==> config.mk <==
export PLATFORM = sky130hd
export DESIGN_NAME = mem_lsu
export DESIGN_NICKNAME = d
export VERILOG_FILES = /design/src/rtl/mem_lsu_pkg.sv /design/src/rtl/mem_load_ext.sv /design/src/rtl/mem_lsu.sv
export SDC_FILE = /design/constraint.sdc
export NUM_CORES = 1
export LEC_CHECK = 0
export BUFFER_PORTS_ARGS = -buffer_cell sky130_fd_sc_hd__buf_2
export CORE_MARGIN = 8
export CORE_UTILIZATION = 50
export DETAILED_ROUTE_END_ITERATION = 8
export PLACE_DENSITY = 0.93
export SLEW_MARGIN = 20
export SYNTH_ARGS = -nofsm -noshare
export SYNTH_HDL_FRONTEND = slang
export SYNTH_SLANG_ARGS = --single-unit
==> constraint.sdc <==
create_clock -name clk_i -period 4.2 [get_ports clk_i]
set_input_delay 0.84 -clock clk_i [delete_from_list [all_inputs] [get_ports clk_i]]
set_output_delay 0.84 -clock clk_i [all_outputs]
set_load 0.01 [all_outputs]
==> src/rtl/mem_lsu_pkg.sv <==
// Shared definitions for the memory-stage load/store unit: op encodings,
// FSM states and the store lane-steering helpers.
package mem_lsu_pkg;

  localparam int MEM_OP_WIDTH = 4;

  typedef logic [MEM_OP_WIDTH-1:0] mem_op_t;

  localparam mem_op_t MEM_OP_NONE = 4'd0;
  localparam mem_op_t MEM_OP_LB   = 4'd1;
  localparam mem_op_t MEM_OP_LBU  = 4'd2;
  localparam mem_op_t MEM_OP_LH   = 4'd3;
  localparam mem_op_t MEM_OP_LHU  = 4'd4;
  localparam mem_op_t MEM_OP_LW   = 4'd5;
  localparam mem_op_t MEM_OP_SB   = 4'd6;
  localparam mem_op_t MEM_OP_SH   = 4'd7;
  localparam mem_op_t MEM_OP_SW   = 4'd8;

  typedef enum logic [1:0] {
    ST_IDLE = 2'd0,
    ST_BUS  = 2'd1,
    ST_DONE = 2'd2
  } lsu_state_e;

  function automatic logic is_load(input mem_op_t op);
    return (op >= MEM_OP_LB) && (op <= MEM_OP_LW);
  endfunction

  function automatic logic is_store(input mem_op_t op);
    return (op >= MEM_OP_SB) && (op <= MEM_OP_SW);
  endfunction

  function automatic logic is_misaligned(input mem_op_t op, input logic [1:0] addr_lo);
    logic half_op;
    logic word_op;
    half_op = (op == MEM_OP_LH) || (op == MEM_OP_LHU) || (op == MEM_OP_SH);
    word_op = (op == MEM_OP_LW) || (op == MEM_OP_SW);
    return (half_op && addr_lo[0]) || (word_op && (addr_lo != 2'b00));
  endfunction

  function automatic logic [3:0] store_be(input mem_op_t op, input logic [1:0] addr_lo);
    case (op)
      MEM_OP_SB: return 4'b0001 << addr_lo;
      MEM_OP_SH: return addr_lo[1] ? 4'b1100 : 4'b0011;
      default:   return 4'b1111;
    endcase
  endfunction

  // Data is replicated across lanes so the slave just honours the byte enables.
  function automatic logic [31:0] store_data(input mem_op_t op, input logic [31:0] wdata);
    case (op)
      MEM_OP_SB: return {4{wdata[7:0]}};
      MEM_OP_SH: return {2{wdata[15:0]}};
      default:   return wdata;
    endcase
  endfunction

endpackage

==> src/rtl/mem_load_ext.sv <==
// Picks the addressed byte/halfword out of a little-endian read word and
// widens it to 32 bits with sign or zero extension.
module mem_load_ext
  import mem_lsu_pkg::*;
(
  input  logic [31:0] rdata,
  input  logic [1:0]  addr_lo,
  input  mem_op_t     op,
  output logic [31:0] data
);

  logic [7:0]  byte_sel;
  logic [15:0] half_sel;

  always_comb begin
    byte_sel = rdata[8*addr_lo +: 8];
    half_sel = rdata[16*addr_lo[1] +: 16];
    case (op)
      MEM_OP_LB:  data = {{24{byte_sel[7]}}, byte_sel};
      MEM_OP_LBU: data = {24'd0, byte_sel};
      MEM_OP_LH:  data = {{16{half_sel[15]}}, half_sel};
      MEM_OP_LHU: data = {16'd0, half_sel};
      default:    data = rdata;
    endcase
  end

endmodule

==> src/rtl/mem_lsu.sv <==
// Memory-stage load/store unit: alignment check, one req/ack bus transaction,
// and a single-cycle write-back/exception pulse on completion.
module mem_lsu
  import mem_lsu_pkg::*;
#(
  parameter int MEM_OP_LENGTH = MEM_OP_WIDTH
) (
  input  logic                     clk_i,
  input  logic                     rst_n_i,
  input  logic                     req_valid_i,
  output logic                     req_ready_o,
  input  logic [MEM_OP_LENGTH-1:0] mem_op_i,
  input  logic [31:0]              addr_i,
  input  logic [31:0]              wdata_i,
  input  logic [4:0]               rd_i,
  output logic                     bus_req_o,
  output logic                     bus_we_o,
  output logic [3:0]               bus_be_o,
  output logic [31:0]              bus_addr_o,
  output logic [31:0]              bus_wdata_o,
  input  logic                     bus_ack_i,
  input  logic [31:0]              bus_rdata_i,
  output logic                     wb_valid_o,
  output logic                     wb_we_o,
  output logic [4:0]               wb_rd_o,
  output logic [31:0]              wb_data_o,
  output logic                     exc_adel_o,
  output logic                     exc_ades_o,
  output logic [31:0]              exc_badvaddr_o,
  output logic                     stall_o
);

  lsu_state_e  state_reg;
  mem_op_t     op_reg;
  logic [1:0]  addr_lo_reg;
  logic [4:0]  rd_reg;
  logic [31:0] load_data;

  mem_load_ext u_load_ext (
    .rdata   (bus_rdata_i),
    .addr_lo (addr_lo_reg),
    .op      (op_reg),
    .data    (load_data)
  );

  assign req_ready_o = (state_reg == ST_IDLE);
  assign stall_o     = (state_reg != ST_IDLE);

  always_ff @(posedge clk_i) begin
    if (!rst_n_i) begin
      state_reg      <= ST_IDLE;
      op_reg         <= MEM_OP_NONE;
      addr_lo_reg    <= 2'b00;
      rd_reg         <= 5'd0;
      bus_req_o      <= 1'b0;
      bus_we_o       <= 1'b0;
      bus_be_o       <= 4'd0;
      bus_addr_o     <= 32'd0;
      bus_wdata_o    <= 32'd0;
      wb_valid_o     <= 1'b0;
      wb_we_o        <= 1'b0;
      wb_rd_o        <= 5'd0;
      wb_data_o      <= 32'd0;
      exc_adel_o     <= 1'b0;
      exc_ades_o     <= 1'b0;
      exc_badvaddr_o <= 32'd0;
    end else begin
      case (state_reg)
        ST_IDLE: begin
          if (req_valid_i && (mem_op_i != MEM_OP_NONE)) begin
            op_reg      <= mem_op_i;
            addr_lo_reg <= addr_i[1:0];
            rd_reg      <= rd_i;
            if (is_misaligned(mem_op_i, addr_i[1:0])) begin
              // Faulting accesses never reach the bus; report straight away.
              state_reg      <= ST_DONE;
              wb_valid_o     <= 1'b1;
              exc_adel_o     <= is_load(mem_op_i);
              exc_ades_o     <= is_store(mem_op_i);
              exc_badvaddr_o <= addr_i;
            end else begin
              state_reg   <= ST_BUS;
              bus_req_o   <= 1'b1;
              bus_we_o    <= is_store(mem_op_i);
              bus_be_o    <= is_store(mem_op_i) ? store_be(mem_op_i, addr_i[1:0]) : 4'b1111;
              bus_addr_o  <= {addr_i[31:2], 2'b00};
              bus_wdata_o <= is_store(mem_op_i) ? store_data(mem_op_i, wdata_i) : 32'd0;
            end
          end
        end
        ST_BUS: begin
          if (bus_ack_i) begin
            state_reg   <= ST_DONE;
            bus_req_o   <= 1'b0;
            bus_we_o    <= 1'b0;
            bus_be_o    <= 4'd0;
            bus_addr_o  <= 32'd0;
            bus_wdata_o <= 32'd0;
            wb_valid_o  <= 1'b1;
            wb_we_o     <= is_load(op_reg);
            wb_rd_o     <= rd_reg;
            wb_data_o   <= is_load(op_reg) ? load_data : 32'd0;
          end
        end
        ST_DONE: begin
          state_reg      <= ST_IDLE;
          wb_valid_o     <= 1'b0;
          wb_we_o        <= 1'b0;
          wb_rd_o        <= 5'd0;
          wb_data_o      <= 32'd0;
          exc_adel_o     <= 1'b0;
          exc_ades_o     <= 1'b0;
          exc_badvaddr_o <= 32'd0;
        end
        default: state_reg <= ST_IDLE;
      endcase
    end
  end

endmodule
# --- Word level (Yosys, flattened, before mapping) ---
# Index checks and enable logic that the tools add are counted.
totals:
  mem_bits_rw: 0
  latch_bits: 0
  output_inout_bits: 145
  memories: 0
  word_cells: 113
  mem_bits_ro: 0
  inputBits: 109
  ff_bits: 156
classes:
  reduce_logical: 24
  muxes: 48
  magnitude_cmp: 6
  addsub: 0
  shifts: 3
  mul: 0
  bitwise_logic: 0
  div: 0
  eq_ne: 16
ops:
  columns: ["cell", "n"]
  rows:
  - ["2-to-1 mux 32 bit", 10]
  - ["one-hot mux 32 bit (2 select lines)", 5]
  - ["one-hot mux 32 bit (4 select lines)", 1]
  - ["variable part select 32 x 6 -> 16 bit", 1]
  - ["variable part select 32 x 6 -> 8 bit", 1]
  - ["== test 4 x 3 -> 1 bit (second input constant)", 5]
  - ["2-to-1 mux 4 bit", 5]
  - ["one-hot mux 4 bit (2 select lines)", 2]
  - ["2-to-1 mux 1 bit", 13]
  - ["== test 4 x 2 -> 1 bit (second input constant)", 3]
  - ["one-hot mux 1 bit (2 select lines)", 5]
  - ["one-hot mux 5 bit (2 select lines)", 1]
  - ["nonzero test 2 bit", 5]
  - ["greater-or-equal comparator 4 x 1 -> 1 bit (second input constant)", 2]
  - ["less-or-equal comparator 4 x 3 -> 1 bit (second input constant)", 2]
  - ["AND reduction 4 bit", 2]
  - ["logical AND 1 bit", 6]
  - ["2-to-1 mux 2 bit", 3]
  - ["AND reduction 2 bit", 3]
  - ["2-to-1 mux 5 bit", 1]
  - ["== test 4 x 1 -> 1 bit (second input constant)", 1]
  - ["== test 4 bit (second input constant)", 1]
  - ["greater-or-equal comparator 4 x 3 -> 1 bit (second input constant)", 1]
  - ["less-or-equal comparator 4 bit (second input constant)", 1]
  - ["other kinds (12)", 17]

# --- Depth between registers and ports, before layout ---
logic_depth:
  word_depth: 8
  ltp_mapped: 9
  depth_no_buf: 6

# --- Modules after synthesis ---
# Synthesis repeated with hierarchy kept, for this count alone.
unflattened:
  cells_unflattened: 668
  area_unflattened_um2: 6452.4
by_module_without_submodules:
  columns: ["module", "n_inst", "area_per_inst_um2", "cells_each"]
  rows:
  - ["mem_lsu", 1, 5542.8, 563]
  - ["mem_load_ext", 1, 909.6, 105]

# --- Least setup slack after synthesis ---
# Ideal clock, no wire load.
synth_timing:
  path_kind: "input port to flip-flop"
  startpoint: "input mem_op_i[0]"
  endpoint: "register exc_ades_o"
  t_arrival_ns: 2.280
  stages: 7
  path_buffers: 2
  required_time_ns: 4.083
  slack_ns: 1.804
  path_cell_list: "buf_4 nor4b_2 o21a_2 o21bai_2 o211a_2 buf_2 a22o_1"
synth_between:
  elab_chain_cells: 7
  elab_cells_between_ends: 22
  classes_between: "2 x order compare; 7 x eq/ne; 3 x mux; 10 x reduce/logical"
synth_lines:
  columns: ["element", "line_no", "source"]
  rows:
  - ["from (decl)", "mem_lsu.sv:12", "input logic [MEM_OP_LENGTH-1:0] mem_op_i,"]
  - ["parallel branches: the longest is 7 deep, another holds greater-or-equal comparator 4 x 3 -> 1 bit", null, null]
  - ["to (signal assigned)", "mem_lsu.sv:79", "exc_ades_o <= is_store(mem_op_i);"]
  - ["to (decl)", "mem_lsu.sv:28", "output logic exc_ades_o,"]
# Several ways; the timed one is not identified. The select of a mux whose other input is x is not followed.
# A chain may end at the register's enable or synchronous reset.

# --- Worst setup path in the final report ---
layout_timing:
  startpoint: "input mem_op_i[0]"
  endpoint: "register bus_wdata_o[13]"
layout_between:
  elab_chain_cells: 7
  elab_cells_between_ends: 25
  classes_between: "2 x order compare; 8 x eq/ne; 5 x mux; 10 x reduce/logical"
layout_lines:
  columns: ["element", "line_no", "source"]
  rows:
  - ["parallel branches: the longest is 7 deep, another holds greater-or-equal comparator 4 x 3 -> 1 bit", null, null]
  - ["to (signal assigned)", "mem_lsu.sv:87", "bus_wdata_o <= is_store(mem_op_i) ? store_data(mem_op_i, wdata_i) : 32'd0;"]
  - ["to (decl)", "mem_lsu.sv:20", "output logic [31:0] bus_wdata_o,"]
# Several ways; the timed one is not identified. The select of a mux whose other input is x is not followed.

==> results.ini <==
[status]
status=complete, no violations

[critical_path]
startpoint=mem_op_i[0]
cp-start-kind=input pin
r2r_slack_ns=1.68
worstSetupPathType=input pin to flop
required_ns=4.47
r2r_cells=6
rr_startpoint=state_reg[1]$_SDFFE_PN0P_
crit_fanout=33
end_kind=flop
cp.arrival_ns=3.17
r2r-end=bus_wdata_o[30]$_SDFFE_PN0P_

[hold_path]
hold_start=wb_data_o[11]$_SDFFE_PN0P_
holdPathStages=2
holdPathEnd=wb_data_o[11]$_SDFFE_PN0P_
hold_class=flop to flop

[layout]
reg.largest.list=bus_wdata_o x32, exc_badvaddr_o x32, wb_data_o x32
drive_gt1_share_pct=35.37
layout.cells.non_filler=1144
area_growth_pct=26.54
nets=1063
num-fill-cells=1124

[clocking]
post-cts-setup-buffers=0
cts_tree=yes
path_clk_slew_ns=0.07
ctsHoldBuffers=0
post_cts_resized=0
clkSinkCount=154
clk_latency_ns=0.42
cts_root_buf=clkbuf_16
htree_num_levels=4
cts_buffer_depth=2
cts_buffers=17

[grt]
overflow=0
antenna_found_initial=1
grt_max_degree=38
track_usage_pct=24.77
grt_pass1_vias=6663
grt_pass1_wl_mm=35.38

[pwr]
powerDensity_nw_per_um2=413.2
power.leakage_nw=3.833
peakVddDrop_mv=0.2696

[synth]
yosysWarnings=0
synth_area_um2=6741
synth_ff_type=dfxtp_1
syn_avg_cell_area_um2=9.110
synth_edf_count=0
yosysSeqAreaShare_pct=45.73
synthCells=740
async_reset_ff_share_pct=0
yosys_register_bits=154
synth_cell_types=68

[sta]
min_period_ns=2.901
max_slew.worst_pin.slew_ns=0.8930
relSlewSlack_pct=40.47
period_share_pct=69.07
skew_ns=0.01161
rsz0062_at_grt=false
max_freq_mhz=344.7
finalMaxSlewViolations=0
hold_viol=0
tns_ns=0
worst_slack_ns=1.299
setup_viol=0

[placement]
place_congestion=0.9100
port_buffers=251
place_inst=1111
dp_slack_ns=0.8931
hpwlAfterDp_mm=16.28

[routing]
drc=0
wl_per_cell_um=19.54
routed_via_density=5.852
drt_first_iter_violations=457
totalWireLength_mm=22.35
dr_total_vias=6695
firstDrtPassIters=6
postRouteAntennaNets=0

[flow_run]
max-cap-violations=0

[floorplanning]
pin_count=254
start_util_pct=51.11
die_x_um=132.1
die-area_um2=17450
fp-row-count=42
core-area_um2=13190
die-height_um=132.1

-- power by group --
| part | switching, mW | internal, mW | total [mW] |
|---|---|---|---|
| sequential | 0.0529 | 1.52 | 1.57 |
| combinational | 0.308 | 0.202 | 0.510 |
| clock | 0.655 | 0.786 | 1.44 |
-- kinds of logic (layout without fill, tap and decap cells) --
group,count (synthesis),after routing,share of synthesized area [%]
XOR/XNOR,1,1,0.1299
multiplexers,41,41,6.422
buffers and inverters,73,299,5.326
other,1,3,0.05563
AO/OA/AOI/OAI,219,219,24.26
flip-flops,154,154,45.73
AND/OR/NAND/NOR,251,251,18.08
-- layer usage --
metal / GRT usage, % / routed length, um
met1: 28.52 / 8931
met2: 40.86 / 10690
met3: 8.308 / 2043
met4: 11.23 / 683
met5: 0 / 0
-- how the worst max path moves through the flow --
stage | slack, ns | end | cells after the start
after floorplan | 1.80 | exc_ades_o$_SDFFE_PN0P_ | 7
after global placement | 1.03 | bus_wdata_o[8]$_SDFFE_PN0P_ | 6
after detailed placement | 0.89 | bus_wdata_o[13]$_SDFFE_PN0P_ | 6
after CTS | 1.35 | bus_wdata_o[13]$_SDFFE_PN0P_ | 6
after global routing | 1.16 | bus_wdata_o[12]$_SDFFE_PN0P_ | 6
final | 1.30 | bus_wdata_o[13]$_SDFFE_PN0P_ | 6
-- cell usage after synthesis, types with 2 or more instances --
master     count  area share (%)
nor3_1         5            0.37
dfxtp_1      154              46
buf_4          4            0.45
o22a_1         2            0.26
o211ai_1       7            0.78
o21ai_1        9            0.67
nand2_1      102             5.7
buf_2         25             1.9
o41ai_4        2            0.82
o21ai_0       21             1.6
and3_1         2            0.19
clkbuf_1      33             1.8
nor2b_1        7            0.65
or3_1          2            0.19
a2bb2oi_1     16             2.1
nor2_1        55             3.1
nand3_1       16             1.2
o31ai_1        3            0.33
a22o_1        55             7.1
nor3_2         2            0.30
mux2i_1       23             3.4
o22ai_1       19             1.8
nor2_4         2            0.33
buf_6          5            0.84
a21oi_1       45             3.3
a211oi_1       9             1.0
nand2b_1      13             1.2
a21boi_0       2            0.22
o41ai_1        7            0.91
or2_2          9            0.84
o2111ai_1      8             1.0
mux2_2        18             3.0
clkinv_1       2            0.11
nand4_1       21             1.9
and2_1         2            0.19
-- through the flow --
step	hold slack, ns	total power [mW]	instance area (um2)	util [%]
finish	0.4476	3.525	8531	64.67
global route	0.4725	3.655	8531	64.67
CTS	0.4506	3.538	8528	64.66
detailed placement	0.4360	2.110	7976	60.47
global placement	0.4277	2.098	7976	60.47
floorplan	0.4367	1.919	6745	-
-- cell type report --
type	count	area [um2]	area share, %
tap	176	220.2	2.581
timing repair buffer	263	1346	15.78
multi-input combinational	514	3312	38.82
clock buffer	19	442.9	5.192
sequential	154	3083	36.14
clock inverter	13	108.9	1.276
antenna	1	2.502	0.02933
inverter	4	15.01	0.1760
-- critical path, stage by stage --
cell and delay, ns:
buf_2 0.39, nor4b_2 0.12, o21a_2 0.21, o41a_1 0.65, nor2_4 0.72, o21ai_0 0.22
-- layout by cell type (no fill, tap or decap), types with 3 or more instances in the layout --
master | netlist | final
buf_2 | 25 | 251
dfxtp_1 | 154 | 154
nand2_1 | 102 | 102
nor2_1 | 55 | 55
a22o_1 | 55 | 55
a21oi_1 | 45 | 45
mux2i_1 | 23 | 23
nand4_1 | 21 | 21
o21ai_0 | 21 | 21
o22ai_1 | 19 | 19
mux2_2 | 18 | 18
clkbuf_16 | 0 | 17
a2bb2oi_1 | 16 | 16
nand3_1 | 16 | 16
nand2b_1 | 13 | 13
buf_4 | 4 | 12
o21ai_1 | 9 | 9
a211oi_1 | 9 | 9
or2_2 | 9 | 9
o2111ai_1 | 8 | 8
nor2b_1 | 7 | 7
o211ai_1 | 7 | 7
o41ai_1 | 7 | 7
nor3_1 | 5 | 5
inv_6 | 0 | 5
o31ai_1 | 3 | 3
clkinv_4 | 0 | 3
clkinvlp_4 | 0 | 3
Power figures use the tool's default switching activity.
